`src/rtl/rom_mul8_sequencer_if.sv`:
```
// Handshake and ROM bus for rom_mul8_sequencer.
//   start/a/b     : request side, operands latched when start is accepted
//   rom_req/addr  : lookup issued to the shared nibble-product ROM
//   rom_data      : nibble product returned by the ROM
//   busy/done     : operation in progress / one-cycle completion pulse
//   product       : last completed a*b
// slave  = the sequencer; master = requester plus ROM environment.
interface rom_mul8_sequencer_if #(
  parameter int OP_W = 8
);
  logic                start;
  logic [OP_W-1:0]     a;
  logic [OP_W-1:0]     b;
  logic                rom_req;
  logic [7:0]          rom_addr;
  logic [7:0]          rom_data;
  logic                busy;
  logic                done;
  logic [2*OP_W-1:0]   product;

  modport slave (
    input  start, a, b, rom_data,
    output rom_req, rom_addr, busy, done, product
  );

  modport master (
    output start, a, b, rom_data,
    input  rom_req, rom_addr, busy, done, product
  );
endinterface

```
`src/rtl/rom_mul8_sequencer.sv`:
```
// Unsigned OP_W x OP_W multiplier built by sequencing a 4x4 nibble-product
// ROM (addr = {x, y}, data = x*y) and shift-accumulating the partial products.
// One lookup per cycle, K*K lookups per operation (K = OP_W/4).
// Ports: clk, rst (async, active high), bus (rom_mul8_sequencer_if.slave).
// ROM_LAT = 0 for a combinational ROM, 1 for a registered ROM.
module rom_mul8_sequencer #(
  parameter int OP_W    = 8,
  parameter int ROM_LAT = 0
) (
  input  logic                  clk,
  input  logic                  rst,
  rom_mul8_sequencer_if.slave   bus
);

  localparam int K     = OP_W / 4;
  localparam int IW    = (K > 1) ? $clog2(K) : 1;
  localparam int SHW   = (K > 1) ? $clog2(2 * K - 1) : 1;
  localparam int ACC_W = 2 * OP_W;

  typedef enum logic [1:0] {IDLE, RUN, DRAIN, DONE} state_e;

  state_e             state_q, state_d;
  logic [OP_W-1:0]    a_q, a_d, b_q, b_d;
  logic [IW-1:0]      ai_q, ai_d, bj_q, bj_d;
  logic [ACC_W-1:0]   acc_q, acc_d, product_q, product_d, acc_sum;
  logic               tag_vld_q, tag_vld_d;
  logic [SHW-1:0]     tag_sh_q, tag_sh_d, cur_sh, add_sh;
  logic               add_en, last;

  always_ff @(posedge clk or posedge rst) begin
    if (rst) begin
      state_q   <= IDLE;
      a_q       <= '0;
      b_q       <= '0;
      ai_q      <= '0;
      bj_q      <= '0;
      acc_q     <= '0;
      product_q <= '0;
      tag_vld_q <= 1'b0;
      tag_sh_q  <= '0;
    end else begin
      state_q   <= state_d;
      a_q       <= a_d;
      b_q       <= b_d;
      ai_q      <= ai_d;
      bj_q      <= bj_d;
      acc_q     <= acc_d;
      product_q <= product_d;
      tag_vld_q <= tag_vld_d;
      tag_sh_q  <= tag_sh_d;
    end
  end

  always_comb begin
    cur_sh = SHW'(ai_q) + SHW'(bj_q);
    last   = (ai_q == IW'(K - 1)) && (bj_q == IW'(K - 1));

    // With a registered ROM the data in this cycle belongs to the previous
    // lookup, so its shift comes from the one-deep tag pipeline.
    add_en  = (ROM_LAT == 0) ? (state_q == RUN) : tag_vld_q;
    add_sh  = (ROM_LAT == 0) ? cur_sh : tag_sh_q;
    acc_sum = acc_q + (ACC_W'(bus.rom_data) << {add_sh, 2'b00});

    state_d   = state_q;
    a_d       = a_q;
    b_d       = b_q;
    ai_d      = ai_q;
    bj_d      = bj_q;
    acc_d     = add_en ? acc_sum : acc_q;
    product_d = product_q;
    tag_vld_d = (state_q == RUN);
    tag_sh_d  = cur_sh;

    case (state_q)
      IDLE, DONE: begin
        state_d = IDLE;
        if (bus.start) begin
          a_d     = bus.a;
          b_d     = bus.b;
          acc_d   = '0;
          ai_d    = '0;
          bj_d    = '0;
          state_d = RUN;
        end
      end
      RUN: begin
        if (bj_q == IW'(K - 1)) begin
          bj_d = '0;
          ai_d = ai_q + IW'(1);
        end else begin
          bj_d = bj_q + IW'(1);
        end
        if (last) begin
          if (ROM_LAT == 0) begin
            product_d = acc_sum;
            state_d   = DONE;
          end else begin
            state_d = DRAIN;
          end
        end
      end
      DRAIN: begin
        product_d = acc_sum;
        state_d   = DONE;
      end
      default: state_d = IDLE;
    endcase
  end

  always_comb begin
    bus.busy     = (state_q == RUN) || (state_q == DRAIN);
    bus.done     = (state_q == DONE);
    bus.rom_req  = (state_q == RUN);
    bus.rom_addr = bus.rom_req ? {a_q[{ai_q, 2'b00} +: 4], b_q[{bj_q, 2'b00} +: 4]} : '0;
    bus.product  = product_q;
  end

endmodule
```
`src/flat_wrapper.sv`:
```
// flat-port wrapper written by rule: the top's interface ports become plain ports
module rom_mul8_sequencer_flat 
#(
  parameter int OP_W    = 8,
  parameter int ROM_LAT = 0
)
  (clk, rst, bus_start, bus_a, bus_b, bus_rom_data, bus_rom_req, bus_rom_addr, bus_busy, bus_done, bus_product);
  rom_mul8_sequencer_if #(.OP_W(OP_W)) bus_i ();
  input  logic clk;
  input  logic rst;
  input wire logic [$bits(bus_i.start)-1:0] bus_start;
  input wire logic [$bits(bus_i.a)-1:0] bus_a;
  input wire logic [$bits(bus_i.b)-1:0] bus_b;
  input wire logic [$bits(bus_i.rom_data)-1:0] bus_rom_data;
  output wire logic [$bits(bus_i.rom_req)-1:0] bus_rom_req;
  output wire logic [$bits(bus_i.rom_addr)-1:0] bus_rom_addr;
  output wire logic [$bits(bus_i.busy)-1:0] bus_busy;
  output wire logic [$bits(bus_i.done)-1:0] bus_done;
  output wire logic [$bits(bus_i.product)-1:0] bus_product;
  assign bus_i.start = bus_start;
  assign bus_i.a = bus_a;
  assign bus_i.b = bus_b;
  assign bus_i.rom_data = bus_rom_data;
  assign bus_rom_req = bus_i.rom_req;
  assign bus_rom_addr = bus_i.rom_addr;
  assign bus_busy = bus_i.busy;
  assign bus_done = bus_i.done;
  assign bus_product = bus_i.product;
  rom_mul8_sequencer #(.OP_W(OP_W), .ROM_LAT(ROM_LAT)) u_core (.clk(clk), .rst(rst), .bus(bus_i));
endmodule
```
`config.mk`:
```
export PLATFORM = sky130hd
export DESIGN_NAME = rom_mul8_sequencer_flat
export DESIGN_NICKNAME = d
export VERILOG_FILES = /design/src/rtl/rom_mul8_sequencer_if.sv /design/src/rtl/rom_mul8_sequencer.sv /design/src/flat_wrapper.sv
export SDC_FILE = /design/constraint.sdc
export NUM_CORES = 1
export LEC_CHECK = 0
export CAP_MARGIN = 20
export CORE_AREA = 2 2 118 120
export DETAILED_ROUTE_END_ITERATION = 10
export DIE_AREA = 0 0 120 122
export GPL_TIMING_DRIVEN = 0
export PLACE_DENSITY = 0.47
export RECOVER_POWER = 50
export SLEW_MARGIN = 40
export SYNTH_ARGS = -nofsm -noshare
export SYNTH_HDL_FRONTEND = slang
export SYNTH_SLANG_ARGS = --single-unit
```
`constraint.sdc`:
```
create_clock -name clk -period 3.4 [get_ports clk]
set_input_delay 0.68 -clock clk [delete_from_list [all_inputs] [get_ports clk]]
set_output_delay 0.68 -clock clk [all_outputs]
set_load 0.02 [all_outputs]
```
==> metrics.yaml <==
status: "complete, no violations"
cts_buffer_depth: 2
rows: 43
p_clk_share_pct: 12.6
p_sw_mw: 1.84
tightestPinTransition_ps: 1320
drive_gt1_share_pct: 7.21
p_total_mw: 4.04
avgSynthCellArea_um2: 8.96
root_buffer: "clkbuf_16"
clock_skew_ps: 9.58
ir_worst_vdd_mv: 0.288
diodes: 0
drc: 0
critPathBufInv: 1
drt_wl_total_um: 8850
period_share_pct: 94.9
overflow: 0
hold_buffers: 0
clk_pin_slew_worst_paths_ps: 70
crit_fanout: 7
slowest_delay_ps: 390
yosysWarnings: 0
cp_slowest_cell: "dfrtp_1"
cts_tree: "built"
setup_viol: 0
track_usage_pct: 12.3
dieArea_um2: 14600
seq_power_share_pct: 25.8
grt_start_max_net_pins: 29
syn_area_um2: 3170
fp.dieH_um: 122
critPathLaunchType: "register"
port_buffers: 53
p_per_area_nw_per_um2: 986
p_sw_share_pct: 45.7
antenna_found_initial: 0
internal-power_mw: 2.19
hold_violations: 0
area_delta_synth_final_pct: 29.1
dp.cells: 588
p_leak_nw: 1.86
cp.arrival_ps: 3390
synth_cell_types: 45
path_cells: "ha_1 -> buf_2 -> mux2_1 -> nor2b_1 -> ha_1 -> a21oi_1 -> o21ai_1 -> a221o_1 -> a221oi_2 -> xor2_1 -> o21ai_1"
crit_path_end_kind: "register"
cap_violations: 0
combinationalPowerShare_pct: 61.6
period_needed_ps: 3230
syn_inst: 354
first_iter_violations: 98
num_vias: 2626
drtPass1Iterations: 4
critPathRequiredTime_ps: 3570
clk_latency_ps: 290
hpwlAfterDp_um: 6750
ys_ff_latch: 52
relSlewSlack_pct: 12.0
cts_num_sinks: 52
die_w_um: 120
final_cells: 596
ys_seq_area_share_pct: 41.0
hold_path_class: "register to register"
tns_ps: 0
path_class: "register to register"
initial_utilization_pct: 23.5
ios: 54
ant_nets: 0
slew_viol_final: 0
whs_ps: 464
grt_pass1_wl_um: 14200
nets: 462
core-area_um2: 13500
max_freq_ghz: 0.310
syn_nets: 401
wl_per_cell_um: 14.9
htreeDepth: 2
cts_made_buffers: 5
gp_congestion: 0.855
vias_per_cell: 4.41
grt_pass1_vias: 2737
cpLargestDelayFamily: "compound AO/OA/AOI/OAI gates"
==> final timing paths <==
check                                         end  slack, ps             startpoint  depth (start not counted)
min                         u_core.bus.product[7]        460  u_core.bus.product[7]                          2
min in group asynchronous           u_core.a_q[7]       1060                    rst                          2
max reg2reg                u_core.bus.product[14]        170            u_core.ai_q                         11
min reg2reg                 u_core.bus.product[7]        460  u_core.bus.product[7]                          2
max                        u_core.bus.product[14]        170            u_core.ai_q                         11
max in group asynchronous  u_core.bus.product[12]        500                    rst                          3
==> kinds of logic after synthesis <==
group                    synth area share, %
flip-flops                              41.0
buffers and inverters                   4.85
adder cells (fa/ha/maj)                 8.13
XOR/XNOR                                4.14
AO/OA/AOI/OAI                           15.4
AND/OR/NAND/NOR                         19.3
multiplexers                            7.06
==> synth_stat cells (all sizes together) <==
| library cell | instances | share of area [%] |
|---|---|---|
| a211o | 1 | 0.28 |
| a211oi | 3 | 0.71 |
| a21o | 5 | 1.2 |
| a21oi | 19 | 3.1 |
| a221o | 2 | 0.63 |
| a221oi | 2 | 0.95 |
| a22o | 5 | 1.4 |
| a31oi | 3 | 0.59 |
| a32oi | 2 | 0.55 |
| a41oi | 1 | 0.28 |
| and2 | 7 | 1.5 |
| and3 | 3 | 0.59 |
| and4 | 1 | 0.28 |
| buf | 7 | 2.0 |
| clkbuf | 13 | 1.6 |
| dfrtp | 52 | 41 |
| fa | 1 | 0.63 |
| ha | 19 | 7.5 |
| inv | 11 | 1.3 |
| mux2 | 3 | 1.1 |
| mux2i | 19 | 6.0 |
| nand2 | 83 | 9.8 |
| nand2b | 4 | 0.79 |
| nand3 | 6 | 0.95 |
| nand4 | 2 | 0.39 |
| nor2 | 26 | 3.1 |
| nor2b | 8 | 1.6 |
| nor3 | 1 | 0.16 |
| o211ai | 4 | 0.95 |
| o21a | 2 | 0.47 |
| o21ai | 20 | 3.3 |
| o221ai | 1 | 0.28 |
| o31ai | 2 | 0.79 |
| or3 | 1 | 0.24 |
| xnor2 | 7 | 1.9 |
| xor2 | 8 | 2.2 |
==> power groups by stage <==
stage | sequential [mW] | combinational [mW] | clock (mW)
after floorplan | 1.12 | 1.63 | 0
after global placement | 1.05 | 2.48 | 0
after detailed placement | 1.06 | 2.50 | 0
after CTS | 1.05 | 2.52 | 0.528
after global routing | 1.08 | 2.77 | 0.549
final | 1.04 | 2.49 | 0.509
==> per-stage QoR <==
step | setup WS, ps | cell area (µm²) | utilization (%)
6_report | 175 | 4090 | 30.3
5_1_grt | -1.51 | 4090 | 30.3
4_1_cts | 43.8 | 4090 | 30.3
3_5_place_dp | -73.2 | 3950 | 29.2
3_3_place_gp | -11.9 | 3930 | 29.1
2_1_floorplan | 605 | 3170 | -
==> registers in the layout (all words and copies together) (netlist names) <==
signal / count
u_core.b_q: 8
u_core.a_q: 8
u_core.state_q: 2
u_core.ai_q: 1
u_core.bj_q: 1
u_core.acc_q: 16
u_core.bus.product: 16
==> worst min-delay path, stage by stage, from the launching register on <==
cell and delay, ps:
dfrtp_1 340, nand2_1 50, nand2_1 40
==> what timing repair did <==
item	CTS	global route
setup buffers	0	0
resized for setup	0	6
setup endpoints to repair	0	12
==> area by class of cell <==
type                    count  area [µm²]
fillers                  1435        9410
multi-input cells         271        1730
flip-flops and latches     52        1300
repair buffers             54         543
well taps                 180         225
clock buffers               6         129
plain buffers              20         103
inverters                  11        42.5
clock inverters             2        16.3
==> metal layers <==
| metal | GRT usage, % | part of all wire [%] |
|---|---|---|
| met5 | 0 | 0 |
| met3 | 3.14 | 5.6 |
| met1 | 14.8 | 44 |
| met4 | 3.53 | 1.3 |
| met2 | 21.8 | 49 |
==> placed cells by master, fill, tap and decap left out, types with 6 or more instances in the layout <==
cell type	count
xnor2_1	7
o21ai_1	8
o21ai_0	11
xor2_1	8
dfrtp_1	52
ha_1	19
a21oi_1	17
nor2b_1	8
nand2_1	83
and2_1	6
nand3_1	6
mux2i_1	19
clkbuf_1	14
inv_1	9
nor2_1	25
clkdlybuf4s50_1	48
(Power assumes the default switching activity.)
==> RTL change (config.mk and constraints unchanged) <==
`a_q` no longer has a reset.
--- a/src/rtl/rom_mul8_sequencer.sv
+++ b/src/rtl/rom_mul8_sequencer.sv
@@ -31,5 +31,4 @@
     if (rst) begin
       state_q   <= IDLE;
-      a_q       <= '0;
       b_q       <= '0;
       ai_q      <= '0;
@@ -41,5 +40,4 @@
     end else begin
       state_q   <= state_d;
-      a_q       <= a_d;
       b_q       <= b_d;
       ai_q      <= ai_d;
@@ -50,4 +48,8 @@
       tag_sh_q  <= tag_sh_d;
     end
+  end
+
+  always_ff @(posedge clk) begin
+    a_q <= a_d;
   end
 
Formal check against the unedited RTL: same outputs for any inputs over 10 cycles, from zero or initial values and one cycle with rst high; that may be too few to reach the edited logic, so the function may still have changed.
==> RTL change against the unedited design <==
  * The flow now finishes with violations (max-capacitance violations, max-slew violations)
  * Design area is 1.8% lower
  * Final cell count is 4.5% lower
  * Sequential cell count stayed put
  * Total power is 2.5% lower
  * Setup slack worse by 0.028 ns
  * Wire length is 4.3% lower
  * Synthesized area is 1.9% lower
  * Count of clock-buffer cells in the layout is 1 lower
  * Critical endpoint unchanged
  * Highest routed layer unchanged
==> RTL change: results (changes against the unedited design) <==
stage	metric	value	unit	change
run_status	failing checks	max-capacitance violations, max-slew violations		
pwr	Static Leak	1.76	nW	-5.3%
flow_run	max_cap viols	1		+1
logic_synthesis	XOR/XNOR Fraction of Synth Area	4.22	%	+0.080 points
global_route	vias in the first global route	2617		-4.4%
logic_synthesis	synth top area cells	dfrtp_1 35%, edfxtp_1 7.7%, ha_1 7.6%		
global_route	global-route wire length before repair	13800	um	-2.7%
layout	fraction of layout instances using a drive strength above 1	7.71	%	+0.50 points
layout	Nets	435		-5.8%
run_status	status	finished with violations		
logic_synthesis	Warnings, synthesis	0		unchanged
sta	Setup Skew	0.00693	ns	-0.00265 ns
placed_design	Cells after DPL	561		-4.6%
logic_synthesis	number of flops mapped to enable cells by yosys	8		+8
routing	drt via density	4.42		+0.28%
sta	Slew Limit Fails	28		+28
logic_synthesis	multiplexer share of the synthesized area	7.20	%	+0.14 points
logic_synthesis	Adder-Cell Fraction of Synth Area	8.29	%	+0.16 points
worst_setup_path	CP Launch Point	u_core.bj_q		
logic_synthesis	Post-synth ARST share	84.6	%	-15 points
global_route	initial antenna violation count	0		unchanged
routing	routed wire length per instance	14.9	um	+0.25%
pwr	Max rail drop VDD	285	uV	-1.0%
routing	Iter 0 DRT Violations	105		+7.1%
logic_synthesis	Synth cell types	48		+6.7%
global_route	largest net degree at the start of global routing	28		-3.4%
layout	fill count	1458		+1.6%
logic_synthesis	sequential fraction of the synthesis area	43.1	%	+2.1 points
routing	vias post-DR	2514		-4.3%
logic_synthesis	Synth top cells by count	58 x nand2_1, 44 x dfrtp_1, 26 x nor2_1		
logic_synthesis	Synth Instances	327		-7.6%
sta	final worst hold slack	0.471	ns	+0.00739 ns
RTL change: cell count changes in the layout (fill, tap and decap cells not counted), moves of 3 or more:
cell / before / now
edfxtp_1: 0 / 8
clkbuf_1: 14 / 11
nand2_1: 83 / 59
dfrtp_1: 52 / 44
clkdlybuf4s50_1: 48 / 42
dlygate4sd3_1: 5 / 11
RTL change: final cells by class:
cell class / count / area (sq um) / share of cell area, %
multi-input cells: 246 / 1630 / 40.6
flip-flops and latches: 52 / 1340 / 33.4
repair buffers: 54 / 534 / 13.3
well taps: 180 / 225 / 5.60
clock buffers: 5 / 125 / 3.11
plain buffers: 17 / 93.8 / 2.33
inverters: 12 / 46.3 / 1.15
clock inverters: 3 / 22.5 / 0.560
RTL change: timing repair:
action | 4_1_cts | 5_1_grt
hold endpoints to repair | 0 | 0
endpoints found under the setup margin | 0 | 12
gates resized for setup | 0 | 5
RTL change: routing by layer:
metal	up-vias	GRT usage, %	wire [um]
li1	1268	-	-
met1	1191	15.9	4020
met2	48	20.5	4050
met3	7	1.87	273
met4	0	3.38	127
met5	-	0	0
RTL change: per-stage QoR:
step	TNS, ns	cell area, sq um
finish	0	4020
global route	-0.0503	4020
CTS	0	4040
detailed placement	-0.312	3890
global placement	-0.463	3870
floorplan	0	3110
RTL change: power by group:
part | switching [mW] | internal (mW) | total, mW
logic | 1.40 | 0.982 | 2.38
clock network | 0.248 | 0.276 | 0.525
registers | 0.130 | 0.900 | 1.03
total | 1.78 | 2.16 | 3.94
RTL change: worst max-delay path, cell delays in order, from the launching register on:
cell	delay, ns
dfrtp_1	0.38
ha_1	0.27
buf_2	0.21
mux2_1	0.38
nor2b_1	0.15
ha_1	0.35
a21oi_1	0.32
o21ai_1	0.11
a221o_1	0.38
a221oi_2	0.31
xor2_1	0.20
o21ai_1	0.07
